==> src/rtl/aes_pkg.sv <==
// Shared AES byte-level types and the constant row-rotation index tables
// used by the serial ShiftRows / InvShiftRows stages.
package aes_pkg;

  localparam int AES_NB_BYTES = 16;

  typedef logic [7:0]   aes_byte_t;
  typedef logic [0:127] aes_state_t;

  // Stream byte k = 4r + c; output k takes buffered byte 4r + ((c + r) mod 4).
  localparam logic [3:0] SR_IDX [0:15] = '{
    4'd0,  4'd1,  4'd2,  4'd3,
    4'd5,  4'd6,  4'd7,  4'd4,
    4'd10, 4'd11, 4'd8,  4'd9,
    4'd15, 4'd12, 4'd13, 4'd14
  };

  // Decrypt-side counterpart: output k takes buffered byte 4r + ((c - r) mod 4).
  localparam logic [3:0] INV_SR_IDX [0:15] = '{
    4'd0,  4'd1,  4'd2,  4'd3,
    4'd7,  4'd4,  4'd5,  4'd6,
    4'd10, 4'd11, 4'd8,  4'd9,
    4'd13, 4'd14, 4'd15, 4'd12
  };

endpackage

==> src/rtl/shift_rows_stream_sr_bank.sv <==
// One 16-byte state buffer: byte write port, combinational indexed read port.
// Contents are data only and are never reset.
module sr_bank
  import aes_pkg::*;
(
  input  logic      clk,
  input  logic      we,
  input  logic [3:0] waddr,
  input  aes_byte_t wdata,
  input  logic [3:0] raddr,
  output aes_byte_t rdata
);

  aes_byte_t mem [AES_NB_BYTES];

  always_ff @(posedge clk) begin
    if (we) mem[waddr] <= wdata;
  end

  assign rdata = mem[raddr];

endmodule

==> src/rtl/shift_rows_stream.sv <==
// Byte-serial forward AES ShiftRows: buffers a 16-byte block per bank and
// drains it through the constant rotation table, ping-ponging between banks.
module shift_rows_stream
  import aes_pkg::*;
#(
  parameter int NBANK = 2
) (
  input  logic       clk,
  input  logic       rst,
  input  logic       s_valid,
  output logic       s_ready,
  input  logic [7:0] s_data,
  input  logic       s_last,
  output logic       m_valid,
  input  logic       m_ready,
  output logic [7:0] m_data,
  output logic       m_last,
  output logic       err
);

  logic [1:0] full;
  logic       wr_bank, rd_bank;
  logic [3:0] wr_cnt, rd_cnt;
  logic       err_p1;
  aes_byte_t  rd_byte [2];

  logic acc, at_end, frame_err, blk_done, rd_fire;

  assign s_ready   = !full[wr_bank] && !rst;
  assign acc       = s_valid && s_ready;
  assign at_end    = (wr_cnt == 4'd15);
  assign frame_err = acc && (s_last != at_end);
  assign blk_done  = acc && s_last && at_end;

  assign m_valid = full[rd_bank];
  assign m_last  = m_valid && (rd_cnt == 4'd15);
  assign m_data  = m_valid ? rd_byte[rd_bank] : 8'h00;
  assign rd_fire = m_valid && m_ready;
  assign err     = err_p1;

  // A bank is only written while not full and only read while full, so the
  // writer can never land on the bank being drained.
  for (genvar b = 0; b < 2; b++) begin : g_bank
    if (b < NBANK) begin : g_inst
      sr_bank u_bank (
        .clk  (clk),
        .we   (acc && (wr_bank == 1'(b))),
        .waddr(wr_cnt),
        .wdata(s_data),
        .raddr(SR_IDX[rd_cnt]),
        .rdata(rd_byte[b])
      );
    end else begin : g_tie
      assign rd_byte[b] = 8'h00;
    end
  end

  // Control stage: flags, pointers and the registered framing-error pulse
  always_ff @(posedge clk) begin
    if (rst) begin
      full    <= 2'b00;
      wr_bank <= 1'b0;
      wr_cnt  <= 4'd0;
      rd_bank <= 1'b0;
      rd_cnt  <= 4'd0;
      err_p1  <= 1'b0;
    end else begin
      err_p1 <= frame_err;
      if (acc) begin
        if (frame_err) begin
          wr_cnt <= 4'd0;
        end else if (blk_done) begin
          full[wr_bank] <= 1'b1;
          wr_cnt        <= 4'd0;
          wr_bank       <= (NBANK == 2) ? !wr_bank : 1'b0;
        end else begin
          wr_cnt <= wr_cnt + 4'd1;
        end
      end
      if (rd_fire) begin
        if (rd_cnt == 4'd15) begin
          full[rd_bank] <= 1'b0;
          rd_cnt        <= 4'd0;
          rd_bank       <= (NBANK == 2) ? !rd_bank : 1'b0;
        end else begin
          rd_cnt <= rd_cnt + 4'd1;
        end
      end
    end
  end

endmodule
==> config.mk <==
export PLATFORM = sky130hd
export DESIGN_NAME = shift_rows_stream
export DESIGN_NICKNAME = d
export VERILOG_FILES = /design/src/rtl/aes_pkg.sv /design/src/rtl/shift_rows_stream_sr_bank.sv /design/src/rtl/shift_rows_stream.sv
export SDC_FILE = /design/constraint.sdc
export NUM_CORES = 1
export LEC_CHECK = 0
export ABC_AREA = 1
export BUFFER_PORTS_ARGS = -buffer_cell sky130_fd_sc_hd__buf_2
export CORE_MARGIN = 2
export CORE_UTILIZATION = 35
export CTS_CLUSTER_SIZE = 30
export DETAILED_ROUTE_END_ITERATION = 8
export PLACE_DENSITY_LB_ADDON = 0.1
export SLEW_MARGIN = 20
export SYNTH_ARGS = -nofsm -noshare
export SYNTH_HDL_FRONTEND = slang
export SYNTH_SLANG_ARGS = --single-unit
==> constraint.sdc <==
create_clock -name clk -period 2.15 [get_ports clk]
set_input_delay 0.43 -clock clk [delete_from_list [all_inputs] [get_ports clk]]
set_output_delay 0.43 -clock clk [all_outputs]
set_load 0.01 [all_outputs]
# --- Word level (Yosys, flattened, before mapping) ---
# Memory sizes are Yosys's and may differ from the RTL's.
# Cells that the tools add are included.
word_totals:
  ff_bits: 13
  word_cells: 71
  out_inout_bits: 12
  ram_bits: 256
  mem_bits_ro: 64
  memories: 3
  input_bits: 13
op_classes:
  muxes: 27
  eq_ne: 3
  n_reduce_logical: 17
  bitwise: 7
  n_lt_le_gt_ge: 6
  n_addsub: 2
mem_list:
  columns: ["memory", "depth", "word_bits", "read_ports", "rd_clocked_by_memory_dff", "write_ports", "line", "source"]
  rows:
  - ["g_bank[0].g_inst.u_bank.mem", 16, 8, 1, 0, 1, "shift_rows_stream_sr_bank.sv:14", "aes_byte_t mem [AES_NB_BYTES];"]
  - ["g_bank[1].g_inst.u_bank.mem", 16, 8, 1, 0, 1, "shift_rows_stream_sr_bank.sv:14", null]
  - ["(no name shown)", 16, 4, 1, 0, 0, "shift_rows_stream.sv:50", ".raddr(SR_IDX[rd_cnt]),"]
ops:
  columns: ["cell", "n"]
  rows:
  - ["2-to-1 mux 8 bit", 4]
  - ["2-to-1 mux 4 bit", 5]
  - ["2-to-1 mux 2 bit", 6]
  - ["logical AND 1 bit", 11]
  - ["2-to-1 mux 1 bit", 10]
  - ["adder 4 x 1 -> 4 bit (second input constant)", 2]
  - ["== test 4 bit (second input constant)", 2]
  - [">= comparator 5 bit (second input constant)", 1]
  - ["inverter 4 -> 5 bit", 1]
  - ["logical NOT 1 bit", 4]
  - ["< comparator 1 x 2 -> 1 bit (second input constant)", 2]
  - ["AND reduction 3 bit", 1]
  - ["bitwise AND 2 bit", 1]
  - ["demux 1 bit (select 1 bit)", 2]
  - [">= comparator 1 bit (second input constant)", 2]
  - [">= comparator 2 bit (second input constant)", 1]
  - ["inverter 1 bit", 2]
  - ["inverter 1 -> 2 bit", 1]
  - ["inverter 2 bit", 1]
  - ["bitwise OR 2 bit", 1]
  - ["AND reduction 2 bit", 1]
  - ["inequality test 1 bit", 1]

# --- Logic depth before layout (Yosys ltp) ---
logic_depth:
  ltp_word: 14
  ltp_mapped: 15

# --- Hierarchy ---
# From an unflattened synthesis, not the netlist that was laid out.
hier_totals:
  hier_cells: 1238
  area_unflattened_um2: 12141.6
modules_own_cells:
  columns: ["mod", "area_per_inst_um2", "cells_each", "n_inst"]
  rows:
  - ["sr_bank", 5606.6, 543, 2]
  - ["shift_rows_stream", 928.4, 152, 1]

# --- Least setup slack after synthesis ---
# No wires, ideal clock.
synth_path:
  kind: "in2reg"
  startpoint: "input rst"
  endpoint: "memory g_bank[1].g_inst.u_bank.mem[0][0] (netlist bit), enable pin"
  slack_ns: -0.018
  t_arrival_ns: 1.798
  cell_stages: 8
  required_time_ns: 1.780
  path_cell_list: "inv_2 -> nand2_1 -> a21oi_1 -> nand2_1 -> inv_2 -> nand2_2 -> buf_2 -> nor2_1"
synth_between:
  elab_chain_cells: 6
synth_rtl:
  columns: ["element", "line", "source"]
  rows:
  - ["start: declaration", "shift_rows_stream.sv:9", "input logic rst,"]
  - ["logical NOT 1 bit", "shift_rows_stream.sv:29", "assign s_ready = !full[wr_bank] && !rst;"]
  - ["logical AND 1 bit", "shift_rows_stream.sv:29", null]
  - ["net s_ready", "shift_rows_stream.sv:11", "output logic s_ready,"]
  - ["logical AND 1 bit", "shift_rows_stream.sv:30", "assign acc = s_valid && s_ready;"]
  - ["logical AND 1 bit", "shift_rows_stream.sv:47", ".we (acc && (wr_bank == 1'(b))),"]
  - ["2-to-1 mux 1 bit", "shift_rows_stream_sr_bank.sv:17", "if (we) mem[waddr] <= wdata;"]
  - ["2-to-1 mux 1 bit (not written as such)", "shift_rows_stream_sr_bank.sv:17", null]
  - ["end: declaration", "shift_rows_stream_sr_bank.sv:14", null]
# The timed path passes the listed nets, and every way through them passes these cells.

# --- Worst setup path in the final report ---
layout_path:
  startpoint: "register rd_cnt[0]"
  endpoint: "output m_data[5]"
layout_between:
  elab_chain_cells: 9
  elab_cells_between_ends: 10
layout_rtl:
  columns: ["element", "line", "source"]
  rows:
  - ["start: declaration", "shift_rows_stream.sv:23", "logic [3:0] wr_cnt, rd_cnt;"]
  - ["start signal: assignment", "shift_rows_stream.sv:86", "rd_cnt <= rd_cnt + 4'd1;"]
  - ["inverter 4 -> 5 bit (not written as such) *", "shift_rows_stream.sv:50", null]
  - ["memory read (16 x 4 bit) *", null, null]
  - ["2-to-1 mux 4 bit (not written as such) * (2 in series)", "shift_rows_stream.sv:50", null]
  - ["memory read (16 x 8 bit)", null, null]
  - ["2-to-1 mux 8 bit (not written as such) * (3 in series)", "shift_rows_stream.sv:37", "assign m_data = m_valid ? rd_byte[rd_bank] : 8'h00;"]
  - ["2-to-1 mux 8 bit *", "shift_rows_stream.sv:37", null]
  - ["end: declaration", "shift_rows_stream.sv:16", "output logic [7:0] m_data,"]
# Mark *: on every way between the ends. The rest lies on a longest branch, timed or not. The select of a mux whose other input is x is not followed.

==> run summary <==
The final reports fail on setup timing. The count of H-tree levels built during CTS was 1. The wire-length estimate of the detail-placed layout is 21400 um. The post-synthesis instance area is 11900 um^2, and the arrival time reported for the critical path endpoint is 2500 ps. Summing over every cut layer, the via total after detailed routing is 8366. The logs give 53.2% for the max-slew headroom at the worst pin and 8279 for the number of global-route vias before repair. Once layout is complete, the utilization of the core stands at 44.8%. After synthesis the netlist holds a flip-flop and latch count of 269. The layout has 3173 filler cells. The clock transition at the register clock pins on the worst setup and hold paths after CTS was 60 ps; the count of antenna-violating nets left after detailed routing was 0.

The layout-stage area growth over the synthesis result is 26.2%, and the starting density of the core is 35.5%. The wire length of the first global-routing pass came out at 51700 um. Sequential area share after synthesis: 66.9%.

In this run the most critical hold path is launched from rst. The Yosys step of the flow raised 0 warnings. The worst hold path was traced through 2 stages. The shortest clock period the worst path allows after layout was 2930 ps; the site row count was 67. The number of maximum-capacitance constraint violations was 0. Setup repair after global routing could not meet its margin everywhere.

The initial antenna violation count was 0; the highest fanout seen on the critical path was 7. The tools report the setup slack after layout as -777 ps. Derived from the worst setup path, the maximum achievable clock frequency is 342 MHz. The fraction of layout cells with a size suffix above 1 is 23.8%. Net count after synthesis: 1193. The number of hold violations in the final report was 0. Setup violations remaining at the end of the flow were counted as 8. The slew at the pin closest to its max-slew limit was 702 ps; the maximum vdd drop was 559 uV. Launch point of the worst path: rd_cnt[0]$_SDFFE_PP0P_. TritonCTS built the clock tree. The setup clock skew after layout is 28.0 ps. After global routing the overflow that remains totals 0. The number of antenna diodes in the final layout is 0. The worst setup path is launched from a register.

The die is 188 um tall. For this design the ratio of total power to cell area is 750 nW/um^2. For the number of top-level pins, the log shows 25. The first-pass detailed-route iteration total is 5. The region available for standard cell placement spans 33400 um^2. The worst setup path is of the register to primary output kind. The leakage power came out at 6.04 nW. The number of clock buffers added by TritonCTS is 31. The clock reaches the later pin of the worst-skew pair after 570 ps.

In this run the mean area of a mapped cell was 10.1 um^2. The worst reg2reg path depth is 7. The run gives 0 as the max-slew violation count. The worst setup path is captured at a primary output. The final critical path takes up 136% of the cycle.

In this run, post-CTS hold repair placed 0 buffers. In this run the critical register-to-register path is launched from wr_bank$_SDFFE_PP0P_. In this run the horizontal extent of the chip is 188 um.

Total track usage: 19.4%. In the routed design, unresolved DRC markers number 0. The final layout net count came out at 1303. The wire length per cell works out to 19.3 um. Entering global routing, the biggest net connects 44 pins. The path class of the tightest hold or removal check is primary input to register.

The run finished, with violations left. Summed over all layers, the routed wires come to 33900 um. The area of the die was 35400 um^2. Required time at the endpoint of the critical path: 1720 ps. The count of input and output buffers was 24.

The tools report the maximum clock path buffer count as 3. CTS placed an instance of clkbuf_16 at the clock tree root. The logs give 62.6 ps for the worst slack on hold paths and 1175 for the count of mapped cells out of synthesis. The tools report the distinct cell type count of the synthesized netlist as 29. After detailed routing, the number of vias per cell comes to 4.76. At the end of routability-driven placement, the weighted congestion stood at 0.848. The clock net in this run drives a total of 269 sinks. The detailed router's first-iteration violation count was 581.
flip-flops by register name, indices dropped and copies added, names as in the netlist:
name and count:
full 2, err 1, rd_bank 1, wr_cnt 4, wr_bank 1, g_bank.g_inst.u_bank.mem 256
rd_cnt 4
cell families (layout without fill, tap and decap cells):
logic type                 after synthesis  after routing  synth area share, %
AOI/OAI and AO/OA                       97             97                 4.14
DFF                                    269            269                 66.9
adders and majority gates                5              5                0.527
buffers and inverters                  165            300                 6.17
and+or+nand+nor                        639            639                 22.2
final cells by class:
class                      instances  area (um^2)  share of cell area, %
tap                              448          561                   3.74
clock inverter                    24          229                   1.53
clock buffer                      34          787                   5.25
inverter                         106          410                   2.74
timing repair buffer             136         1370                   9.16
sequential                       269         7960                   53.1
multi-input combinational        741         3660                   24.4
what timing repair did:
item	4_1_cts	5_1_grt
endpoints found under the setup margin	10	10
pin swaps	35	18
buffers inserted	12	4
gates cloned	6	1
gates resized for setup	111	58
power breakdown:
part | leakage, nW | switching [mW] | internal (mW)
Clock | 0.491 | 2.15 | 3.11
Combinational | 3.14 | 0.172 | 0.0571
Sequential | 2.41 | 0.00506 | 5.74
Total | 6.04 | 2.32 | 8.91
worst max-delay path: stages (launching register included):
cell	delay [ps]
dfxtp_4	350
ha_4	260
inv_4	60
nand2_4	60
buf_6	120
nand3_4	90
nand2_8	100
buf_6	160
nand2_2	60
nand2_1	60
o21ai_2	190
inv_2	70
nand2_1	60
inv_1	40
nor2_2	100
buf_2	130
path summary, 6_finish.rpt:
check             slack (ps)                                           to
setup reg to reg         250  g_bank[0].g_inst.u_bank.mem[2][2]$_DFFE_PP_
hold / removal            60                       wr_cnt[1]$_SDFFE_PP0N_
setup / recovery        -780                                    m_data[5]
hold reg to reg          510                           full[1]$_SDFF_PP0_
synthesized netlist by cell type:
| cell type | number | area [um^2] |
|---|---|---|
| clkbuf_1 | 12 | 45.0 |
| buf_4 | 3 | 22.5 |
| inv_1 | 97 | 364 |
| or2_2 | 4 | 25.0 |
| nand3_1 | 74 | 370 |
| o21ai_1 | 26 | 130 |
| nand3_2 | 1 | 10.0 |
| nor2_1 | 110 | 413 |
| a21oi_1 | 19 | 95.1 |
| nand2_2 | 5 | 31.3 |
| clkinv_1 | 1 | 3.75 |
| nor3b_1 | 1 | 7.51 |
| dfxtp_1 | 13 | 260 |
| o21ai_0 | 49 | 245 |
| nand2_4 | 2 | 22.5 |
| a31oi_1 | 1 | 6.26 |
| nand3b_1 | 24 | 180 |
| inv_4 | 2 | 12.5 |
| buf_1 | 6 | 22.5 |
| edfxtp_1 | 256 | 7690 |
| nor4_1 | 1 | 6.26 |
| a211oi_1 | 2 | 15.0 |
| buf_2 | 30 | 150 |
| inv_2 | 6 | 22.5 |
| nor3_1 | 5 | 25.0 |
| buf_6 | 8 | 90.1 |
| nand4_1 | 1 | 6.26 |
| ha_1 | 5 | 62.6 |
| nand2_1 | 411 | 1540 |
cell usage in the layout (no fill, tap or decap), types with 2 or more instances in the layout:
cell type,n
nor2_4,6
buf_16,5
clkinv_2,6
nand2_2,44
nand3_2,33
nor2_2,2
nand3b_1,24
inv_1,89
bufinv_16,4
buf_4,76
nand2_4,5
edfxtp_1,256
or2_2,3
inv_2,12
o21ai_2,3
buf_12,16
clkbuf_1,3
clkinvlp_4,3
o21ai_0,44
ha_1,4
o21ai_1,27
clkinv_4,2
a211oi_1,2
nand3_4,3
nor2_1,102
nor3_1,5
dfxtp_1,8
buf_2,18
buf_6,19
dfxtp_2,2
nand2_1,367
nand2_8,2
clkbuf_16,32
clkinv_1,8
dfxtp_4,3
nand3_1,39
inv_4,5
a21oi_1,17
stage by stage:
step | power, mW | std cells | TNS (ps) | worst slack (ps) | cell area (um^2)
after global placement | 6.09 | 1679 | -2440 | -366 | 13000
after CTS | 11.3 | 1755 | -6280 | -786 | 14800
after floorplan | 5.93 | 1175 | -2880 | -18.1 | 11900
after global routing | 11.5 | 1758 | -6810 | -887 | 15000
final | 11.2 | 1758 | -6060 | -777 | 15000
after detailed placement | 6.09 | 1679 | -2540 | -397 | 13000
per-layer routing:
layer	global-route usage [%]	routed length, um
met1	26.7	15100
met2	32.2	16200
met3	3.00	1770
met4	5.00	836
met5	0	0
No activity file was read; power rests on OpenSTA's default activity.
